==> src/rtl/rover_cpu_oci_trace_capture.sv <==
// rtl/rover_cpu_oci_trace_capture.sv - trace capture FIFO with end-of-test drain sequencing
//
// Captures {dct_count, dct_buffer} trace words into a DEPTH-entry FIFO while
// in CAPTURE, stops accepting on test_ending, lets the consumer drain the FIFO,
// then raises test_has_ended until reset.
//
// Ports:
//   clk, reset_n            clock (rising edge) and asynchronous active-low reset
//   dct_valid/buffer/count  trace word input; count==0 words are discarded silently
//   test_ending             end-of-test request (level or pulse), honoured in CAPTURE only
//   rd_ready                consumer accepts rd_data this cycle
//   rd_valid, rd_data       show-ahead head of the FIFO, {count, word}
//   level                   current occupancy (0..DEPTH)
//   overflow, drop_count    sticky loss flag and saturating lost-entry counter
//   test_has_ended          drain complete, held until reset
module rover_cpu_oci_trace_capture #(
    parameter int DATA_W   = 30,
    parameter int CNT_W    = 4,
    parameter int DEPTH    = 16,
    parameter int OVF_MODE = 0
) (
    input  logic                       clk,
    input  logic                       reset_n,
    input  logic                       dct_valid,
    input  logic [DATA_W-1:0]          dct_buffer,
    input  logic [CNT_W-1:0]           dct_count,
    input  logic                       test_ending,
    input  logic                       rd_ready,
    output logic                       rd_valid,
    output logic [CNT_W+DATA_W-1:0]    rd_data,
    output logic [$clog2(DEPTH):0]     level,
    output logic                       overflow,
    output logic [15:0]                drop_count,
    output logic                       test_has_ended
);

    localparam int ADDR_W  = $clog2(DEPTH);
    localparam int LEVEL_W = ADDR_W + 1;
    localparam bit OVERWRITE = (OVF_MODE != 0);

    typedef enum logic [1:0] {
        CAPTURE,
        DRAIN,
        DONE
    } state_t;

    state_t state;
    state_t state_next;

    logic [CNT_W+DATA_W-1:0] mem [DEPTH];
    logic [ADDR_W-1:0]       wr_ptr;
    logic [ADDR_W-1:0]       rd_ptr;

    logic wr_req;
    logic rd_fire;
    logic full;
    logic wr_ok;
    logic lost;
    logic ovw;
    logic mem_we;

    assign rd_valid = (level != '0);
    assign rd_data  = mem[rd_ptr];
    assign full     = (level == LEVEL_W'(DEPTH));
    assign rd_fire  = rd_valid && rd_ready;

    assign wr_req   = (state == CAPTURE) && dct_valid && (dct_count != '0);
    // A read in the same cycle frees a slot, so a full FIFO still takes the write.
    assign wr_ok    = wr_req && (!full || rd_fire);
    assign lost     = wr_req && full && !rd_fire;
    // Overwrite mode: wr_ptr == rd_ptr when full, so writing there replaces the oldest entry.
    assign ovw      = lost && OVERWRITE;
    assign mem_we   = wr_ok || ovw;

    assign test_has_ended = (state == DONE);

    // Storage is deliberately not reset; rd_valid masks stale contents.
    always_ff @(posedge clk) begin
        if (mem_we) begin
            mem[wr_ptr] <= {dct_count, dct_buffer};
        end
    end

    always_ff @(posedge clk or negedge reset_n) begin
        if (!reset_n) begin
            wr_ptr     <= '0;
            rd_ptr     <= '0;
            level      <= '0;
            overflow   <= 1'b0;
            drop_count <= '0;
        end else begin
            if (mem_we) begin
                wr_ptr <= wr_ptr + ADDR_W'(1);
            end
            if (rd_fire || ovw) begin
                rd_ptr <= rd_ptr + ADDR_W'(1);
            end
            if (wr_ok && !rd_fire) begin
                level <= level + LEVEL_W'(1);
            end else if (!wr_ok && rd_fire) begin
                level <= level - LEVEL_W'(1);
            end
            if (lost) begin
                overflow <= 1'b1;
                if (drop_count != 16'hFFFF) begin
                    drop_count <= drop_count + 16'd1;
                end
            end
        end
    end

    always_ff @(posedge clk or negedge reset_n) begin
        if (!reset_n) begin
            state <= CAPTURE;
        end else begin
            state <= state_next;
        end
    end

    always_comb begin
        state_next = state;
        case (state)
            CAPTURE: begin
                if (test_ending) begin
                    state_next = DRAIN;
                end
            end
            DRAIN: begin
                // Finish on the edge that empties the FIFO, or immediately if already empty.
                if ((level == '0) || ((level == LEVEL_W'(1)) && rd_fire)) begin
                    state_next = DONE;
                end
            end
            DONE: begin
                state_next = DONE;
            end
            default: begin
                state_next = CAPTURE;
            end
        endcase
    end

endmodule
==> config.mk <==
export PLATFORM = sky130hd
export DESIGN_NAME = rover_cpu_oci_trace_capture
export DESIGN_NICKNAME = d
export VERILOG_FILES = /design/src/rtl/rover_cpu_oci_trace_capture.sv
export SDC_FILE = /design/constraint.sdc
export NUM_CORES = 1
export LEC_CHECK = 0
export ABC_AREA = 1
export CAP_MARGIN = 20
export CELL_PAD_IN_SITES_DETAIL_PLACEMENT = 0
export CELL_PAD_IN_SITES_GLOBAL_PLACEMENT = 1
export CORE_UTILIZATION = 40
export CTS_BUF_LIST = sky130_fd_sc_hd__clkbuf_8
export CTS_CLUSTER_SIZE = 20
export DETAILED_ROUTE_END_ITERATION = 7
export GPL_ROUTABILITY_DRIVEN = 0
export PLACE_DENSITY = 0.68
export SETUP_SLACK_MARGIN = 0.3
export SKIP_LAST_GASP = 1
export SLEW_MARGIN = 20
export SYNTH_ARGS = -nofsm -noshare
export SYNTH_HDL_FRONTEND = slang
export SYNTH_SLANG_ARGS = --single-unit
==> constraint.sdc <==
create_clock -name clk -period 5.9 [get_ports clk]
set_clock_uncertainty 0.2 [all_clocks]
set_input_delay 1.18 -clock clk [delete_from_list [all_inputs] [get_ports clk]]
set_output_delay 1.18 -clock clk [all_outputs]
set_load 0.03 [all_outputs]
==> impl_metrics.json <==
{
  "status": "finished clean",
  "fin_crit_sh_pct": 83.31,
  "crit_fanout": 68,
  "dieArea_um2": 60750,
  "area_delta_synth_final_pct": 14.35,
  "ctsResizeCount": 0,
  "seq_area_um2": 17150,
  "min_path_type": "register to register",
  "cts_tree": "built",
  "synth_cell_type_count": 28,
  "antenna_found_initial": 0,
  "worst-endpoint-required_ns": 4.52,
  "synth.top_cell.area_share_pct": 68.32,
  "cp_cell_sequence": "inv_6 -> buf_12 -> buf_4 -> o211ai_1 -> nand3_1 -> nand3_1 -> nand2_1 -> clkdlybuf4s50_1",
  "critical-path-top-delay-family": "buffers and inverters",
  "drt_first_pass_iters": 5,
  "num_rows": 89,
  "num_vias": 15322,
  "die_x_um": 246.5,
  "synth_seq_area_share_pct": 71.67,
  "num_io_pins": 97,
  "worstSetupPathType": "register to primary output",
  "path_common_cell": "nand3_1",
  "synth_area_per_cell_um2": 11.77,
  "worstMarginPinSlew_ns": 1.113,
  "clkSinkCount": 576,
  "period_minus_slack_ns": 4.915,
  "cts-root-buf": "clkbuf_8",
  "die_h_um": 246.5,
  "drt-total-wl_um": 59450,
  "slowest_delay_ns": 0.69,
  "via_per_inst": 5.133,
  "synth_area_um2": 23910,
  "grt_pass1_wl_um": 91080,
  "ir_drop_mv": 0.5391,
  "synth_edf_count": 544,
  "critPathSlowestCell": "dfrtp_4",
  "initial_core_util_pct": 40.51,
  "holdBufCountCts": 0,
  "port_buffers": 96,
  "ys_warn_count": 0,
  "ys_ff_latch": 576,
  "cts_buffer_depth": 3,
  "nFillCells": 5425,
  "core_area_um2": 59020,
  "hold_ws_ns": 0.3032,
  "drtIter0Drc": 1106,
  "finalSetupViolCount": 0,
  "synthArstFlopShare_pct": 5.556,
  "cap_violations": 0,
  "cp.arrival_ns": 3.54,
  "grt_use_total_pct": 19.99,
  "yosysMostFrequentCell": "edfxtp_1",
  "multi_input_area_um2": 5801,
  "synthTopCellsByArea": "edfxtp_1 (68%), nor2_1 (5.5%), nand2_1 (5.4%), nand3_1 (4.6%), dfrtp_1 (3.3%)",
  "wl_per_cell_um": 19.92,
  "power_mw": 12.77,
  "cts_buffers": 94,
  "grt_max_degree": 184,
  "yosys-top-cells-count": "edfxtp_1 (544), nor2_1 (351), nand2_1 (347)",
  "power_density_nw_per_um2": 466.9,
  "max_freq_mhz": 203.4,
  "cp_num_buf_inv": 4,
  "syn_nets": 2085,
  "final_hold_viol_count": 0,
  "crit_path_start_kind": "register",
  "drive_gt1_share_pct": 7.911,
  "synth_area_leader_cell": "edfxtp_1",
  "dp_hpwl_um": 31450,
  "max-slew-margin-rel_pct": 25.71,
  "fin_nets": 2196,
  "htreeDepth": 3,
  "endpoint_kind": "primary output",
  "ant_nets": 0,
  "postCtsSetupBuffers": 0,
  "clk_latency_ns": 0.67,
  "diodes": 0,
  "rsz0062_at_grt": "false",
  "synth_ff_type": "edfxtp_1",
  "syn_inst": 2031,
  "drv_slew": 0,
  "grt_pass1_vias": 15047,
  "cts.clk_slew.worst_paths_ns": 0.06,
  "overflow": 0,
  "cellLeakagePower_nw": 9.811,
  "remaining_drc_errors": 0,
  "setup-tns-final_ns": 0
}
==> per-layer routing <==
metal | wire length, µm | vias up | track usage, %
li1 | - | 7312 | -
met1 | 26540 | 7500 | 27.24
met2 | 28200 | 412 | 32.32
met3 | 3250 | 98 | 3.791
met4 | 1453 | 0 | 6.100
met5 | 0 | - | 0
==> where the power goes <==
part           total (mW)  switching [mW]  leakage, nW  internal [mW]
logic                4.86            3.30         3.56           1.56
clock network        3.05            1.54        0.943           1.51
registers            4.85           0.145         5.31           4.71
==> cell families (layout without fill, tap and decap cells) <==
logic type | count (synthesis) | in the layout | share of synthesized area (%)
and+or+nand+nor | 937 | 937 | 16.10
DFF | 576 | 576 | 71.67
AOI/OAI and AO/OA | 263 | 263 | 6.285
buffers and inverters | 224 | 405 | 4.569
xor gates and xnor gates | 16 | 16 | 0.5861
adders and majority gates | 15 | 15 | 0.7850
==> sequential cells by signal (all words and copies together) (netlist names) <==
name        count
level           5
wr_ptr          4
drop_count     16
overflow        1
mem           544
state           2
rd_ptr          4
==> area by class of cell <==
type | count | share of cell area (%)
Sequential cell | 576 | 62.72
Multi-Input combinational cell | 1231 | 21.22
Timing Repair Buffer | 129 | 5.107
Clock buffer | 97 | 4.883
Tap cell | 773 | 3.537
Inverter | 110 | 1.547
Clock inverter | 69 | 0.9885
==> worst register-to-register path, delay by kind of cell (launching register included) <==
| kind | cells | cell delay (ns) |
|---|---|---|
| and+or+nand+nor | 4 | 1.43 |
| AOI/OAI and AO/OA | 1 | 0.18 |
| buffers and inverters | 3 | 0.63 |
| adders and majority gates | 1 | 0.21 |
| DFF | 1 | 0.40 |
==> layout by cell type (no fill, tap or decap), types with 3 or more instances in the layout <==
master           instances
inv_1                  135
nor2_1                 335
ha_1                    15
dfrtp_1                 28
o211ai_1                69
clkbuf_8                97
clkinv_2                 9
nor2_4                  18
edfxtp_1               544
xor2_1                  13
nand2_1                347
xnor2_1                  3
buf_4                   18
inv_2                    3
o21ai_0                125
buf_12                  15
clkinv_1                30
clkdlybuf4s50_1         96
o21ai_1                 53
nand4_1                  5
nand3_1                222
a21oi_1                 14
nor2_2                   5
dfrtp_4                  3
==> metrics by stage <==
step                area [µm²]  std cells  util (%)  setup slack [ns]
floorplan                23910       2031         -             2.100
global placement         25740       2819     43.61             1.115
detailed placement       25740       2819     43.61             1.086
CTS                      27340       2985     46.33            0.9079
global route             27340       2985     46.33            0.7653
finish                   27340       2985     46.33            0.9846
==> worst paths after layout <==
kind,end,from,depth (start not counted),slack (ns)
worst max register to register,mem[11][25],state[0],9,2.54
worst min register to register,state[1],state[1],2,0.30
worst min-delay path,state[1],state[1],2,0.30
worst max-delay path,rd_data[24],rd_ptr[1],8,0.98
min in group asynchronous,level[3],reset_n,2,0.72
max in group asynchronous,rd_ptr[1],reset_n,2,4.41
No activity file was read; power rests on OpenSTA's default activity.
==> variant (same flow settings) <==
`OVF_MODE`: 0 -> 1.
--- a/src/rtl/rover_cpu_oci_trace_capture.sv
+++ b/src/rtl/rover_cpu_oci_trace_capture.sv
@@ -19,3 +19,3 @@
     parameter int DEPTH    = 16,
-    parameter int OVF_MODE = 0
+    parameter int OVF_MODE = 1
 ) (
Function: no difference found for any inputs over 4 cycles, from zero or initial values and one cycle with reset_n low; that may be too few to reach the edited logic, so the function may still have changed.
==> variant against the original RTL <==
  * Area after synthesis fell by 1.9%
  * Sequential cell count did not move
  * Sequential power rose by 2%
  * Design area fell by 1.4%
  * Setup slack got worse by 0.25 ns
  * Wire length rose by 0.24%
  * Total power fell by 0.58%
==> variant: results (changes against the original RTL) <==
[outcome]
outcome=finished clean

[global_route]
grtUsageTotal=0.203  ; +0.00313
grt_util_met1=0.270  ; -0.00240
grt_pass1_wl_microns=90900  ; -0.23%
antenna_found_initial=4  ; +4
grtUsageMet2=0.333  ; +0.0102
grt_start_max_net_pins=164  ; -11%
grt.met3_usage=0.0425  ; +0.00456

[final_layout]
drive_gt1_frac=0.0857  ; +0.00656
top_regs=mem (544), drop_count (16), level (5)
fillers=5256  ; -3.1%
nNetsFinal=2122  ; -3.4%

[clock_network]
h-tree-depth=3  ; unchanged
root_buffer=clkbuf_8
clk_path_buf_depth=3  ; unchanged
clkLatencyLatePin_ns=0.67  ; about the same
cts_resized=0  ; unchanged
numCtsBuffers=95  ; +1.1%

[routing]
wl_per_cell_microns=20.5  ; +3.1%
num_vias=15000  ; -2.0%
dr.pass1.iters=5  ; unchanged
drt_iter0_markers=1244  ; +12%

[synth]
ys_top_cells_by_count=edfxtp_1, nand2_1, nor2_1, o21ai_0, a21oi_1
ys_seq_area_frac=0.731  ; +0.0141
synthTopCellsByArea=edfxtp_1, nand2_1, dfrtp_1
synth_edf_count=544  ; unchanged
ys_warn_count=0  ; unchanged
async_flop_share=0.0556  ; unchanged
synth_cell_type_count=31  ; +11%
syn_nets=2001  ; -4.0%

[power]
irDropWorstVdd_uv=295  ; -45%
leakage_nw=9.58  ; -2.3%

[placed_design]
pre_cts_slack_ns=1.39  ; +0.305 ns
dp_hpwl_microns=28400  ; -9.8%
dpl_cell_area_sq_um=25300  ; -1.9%
port_buffers=96  ; unchanged

[min_path]
hp-class=reg2reg
worstHoldPathCells=1  ; -1
hold_end=overflow
min_from=overflow

[critical_path]
worstRegToRegCells=7  ; -2
cp_top_family=buffers and inverters
r2r_slack_ns=2.90  ; +0.36 ns
cp_max_fo=81  ; +19%
reg2reg_to=mem[3][29]
slowest_delay_ns=0.89  ; +0.20 ns

[timing]
worstMarginPinSlew_ns=1.09  ; -0.0222 ns

==> variant: cell types whose count changed in the layout (fill, tap and decap cells not counted), sizes merged, moves of 18 or more <==
| cell | delta |
|---|---|
| nand3 | -108 |
| a21oi | +120 |
| nand2 | +136 |
| inv | -34 |
| o21ai | -35 |
| o211ai | -18 |
| nor2 | -164 |
| clkinv | -18 |
==> variant: worst register-to-register path, cell delays in order (launching register included) <==
cell and delay [ns]:
dfrtp_1 0.40, inv_1 0.12, ha_1 0.19, nand2_1 0.07
inv_1 0.09, nand2_1 0.54, nor3_2 0.31, buf_4 0.65
==> variant: worst max path at each step <==
stage | start | endpoint | slack (ns) | cells past startpoint
floorplan | dct_count[3] | mem[11][0] | 1.30 | 5
CTS | rd_ptr[0] | rd_data[14] | 0.68 | 9
detailed placement | dct_count[0] | level[4] | 1.39 | 9
finish | rd_ptr[0] | rd_data[14] | 0.74 | 8
global route | rd_ptr[0] | rd_data[12] | 0.46 | 8
global placement | rd_ptr[0] | rd_data[12] | 1.41 | 9
==> variant: layout make-up <==
cell class | count | area [sq um] | area share
inverters | 68 | 262 | 0.00970
flip-flops and latches | 576 | 17100 | 0.636
repair buffers | 130 | 1270 | 0.0470
well taps | 765 | 957 | 0.0355
clock inverters | 64 | 317 | 0.0117
multi-input cells | 1197 | 5620 | 0.209
clock buffers | 101 | 1390 | 0.0516
diodes | 2 | 5.00 | 0.000186
==> variant: cells by family (layout without fill, tap and decap cells) <==
group | count (synthesis) | in the layout | synth area share
compound gates | 329 | 329 | 0.0757
mux | 1 | 1 | 0.000480
simple gates | 835 | 835 | 0.146
other cells | 0 | 2 | 0
buf+inv | 174 | 363 | 0.0330
fa+ha+maj | 15 | 15 | 0.00800
flops | 576 | 576 | 0.731
xor+xnor | 17 | 17 | 0.00635
==> variant: metal layers <==
layer | vias to the layer above | wire, microns
li1 | 7093 | -
met1 | 7443 | 26200
met2 | 385 | 28600
met3 | 85 | 3560
met4 | 4 | 1120
met5 | - | 27
==> variant: power by group <==
| part | switching, W | internal, W |
|---|---|---|
| Combinational | 0.00312 | 0.00144 |
| Sequential | 0.000195 | 0.00475 |
| Clock | 0.00154 | 0.00165 |
| Total | 0.00485 | 0.00784 |
==> variant: per-stage QoR <==
step / hold slack (ns) / std cells / util
6_report: 0.288 / 2903 / 0.466
5_1_grt: 0.312 / 2902 / 0.466
4_1_cts: 0.291 / 2901 / 0.466
3_5_place_dp: 0.265 / 2736 / 0.437
3_3_place_gp: 0.254 / 2736 / 0.437
2_1_floorplan: 0.267 / 1947 / -
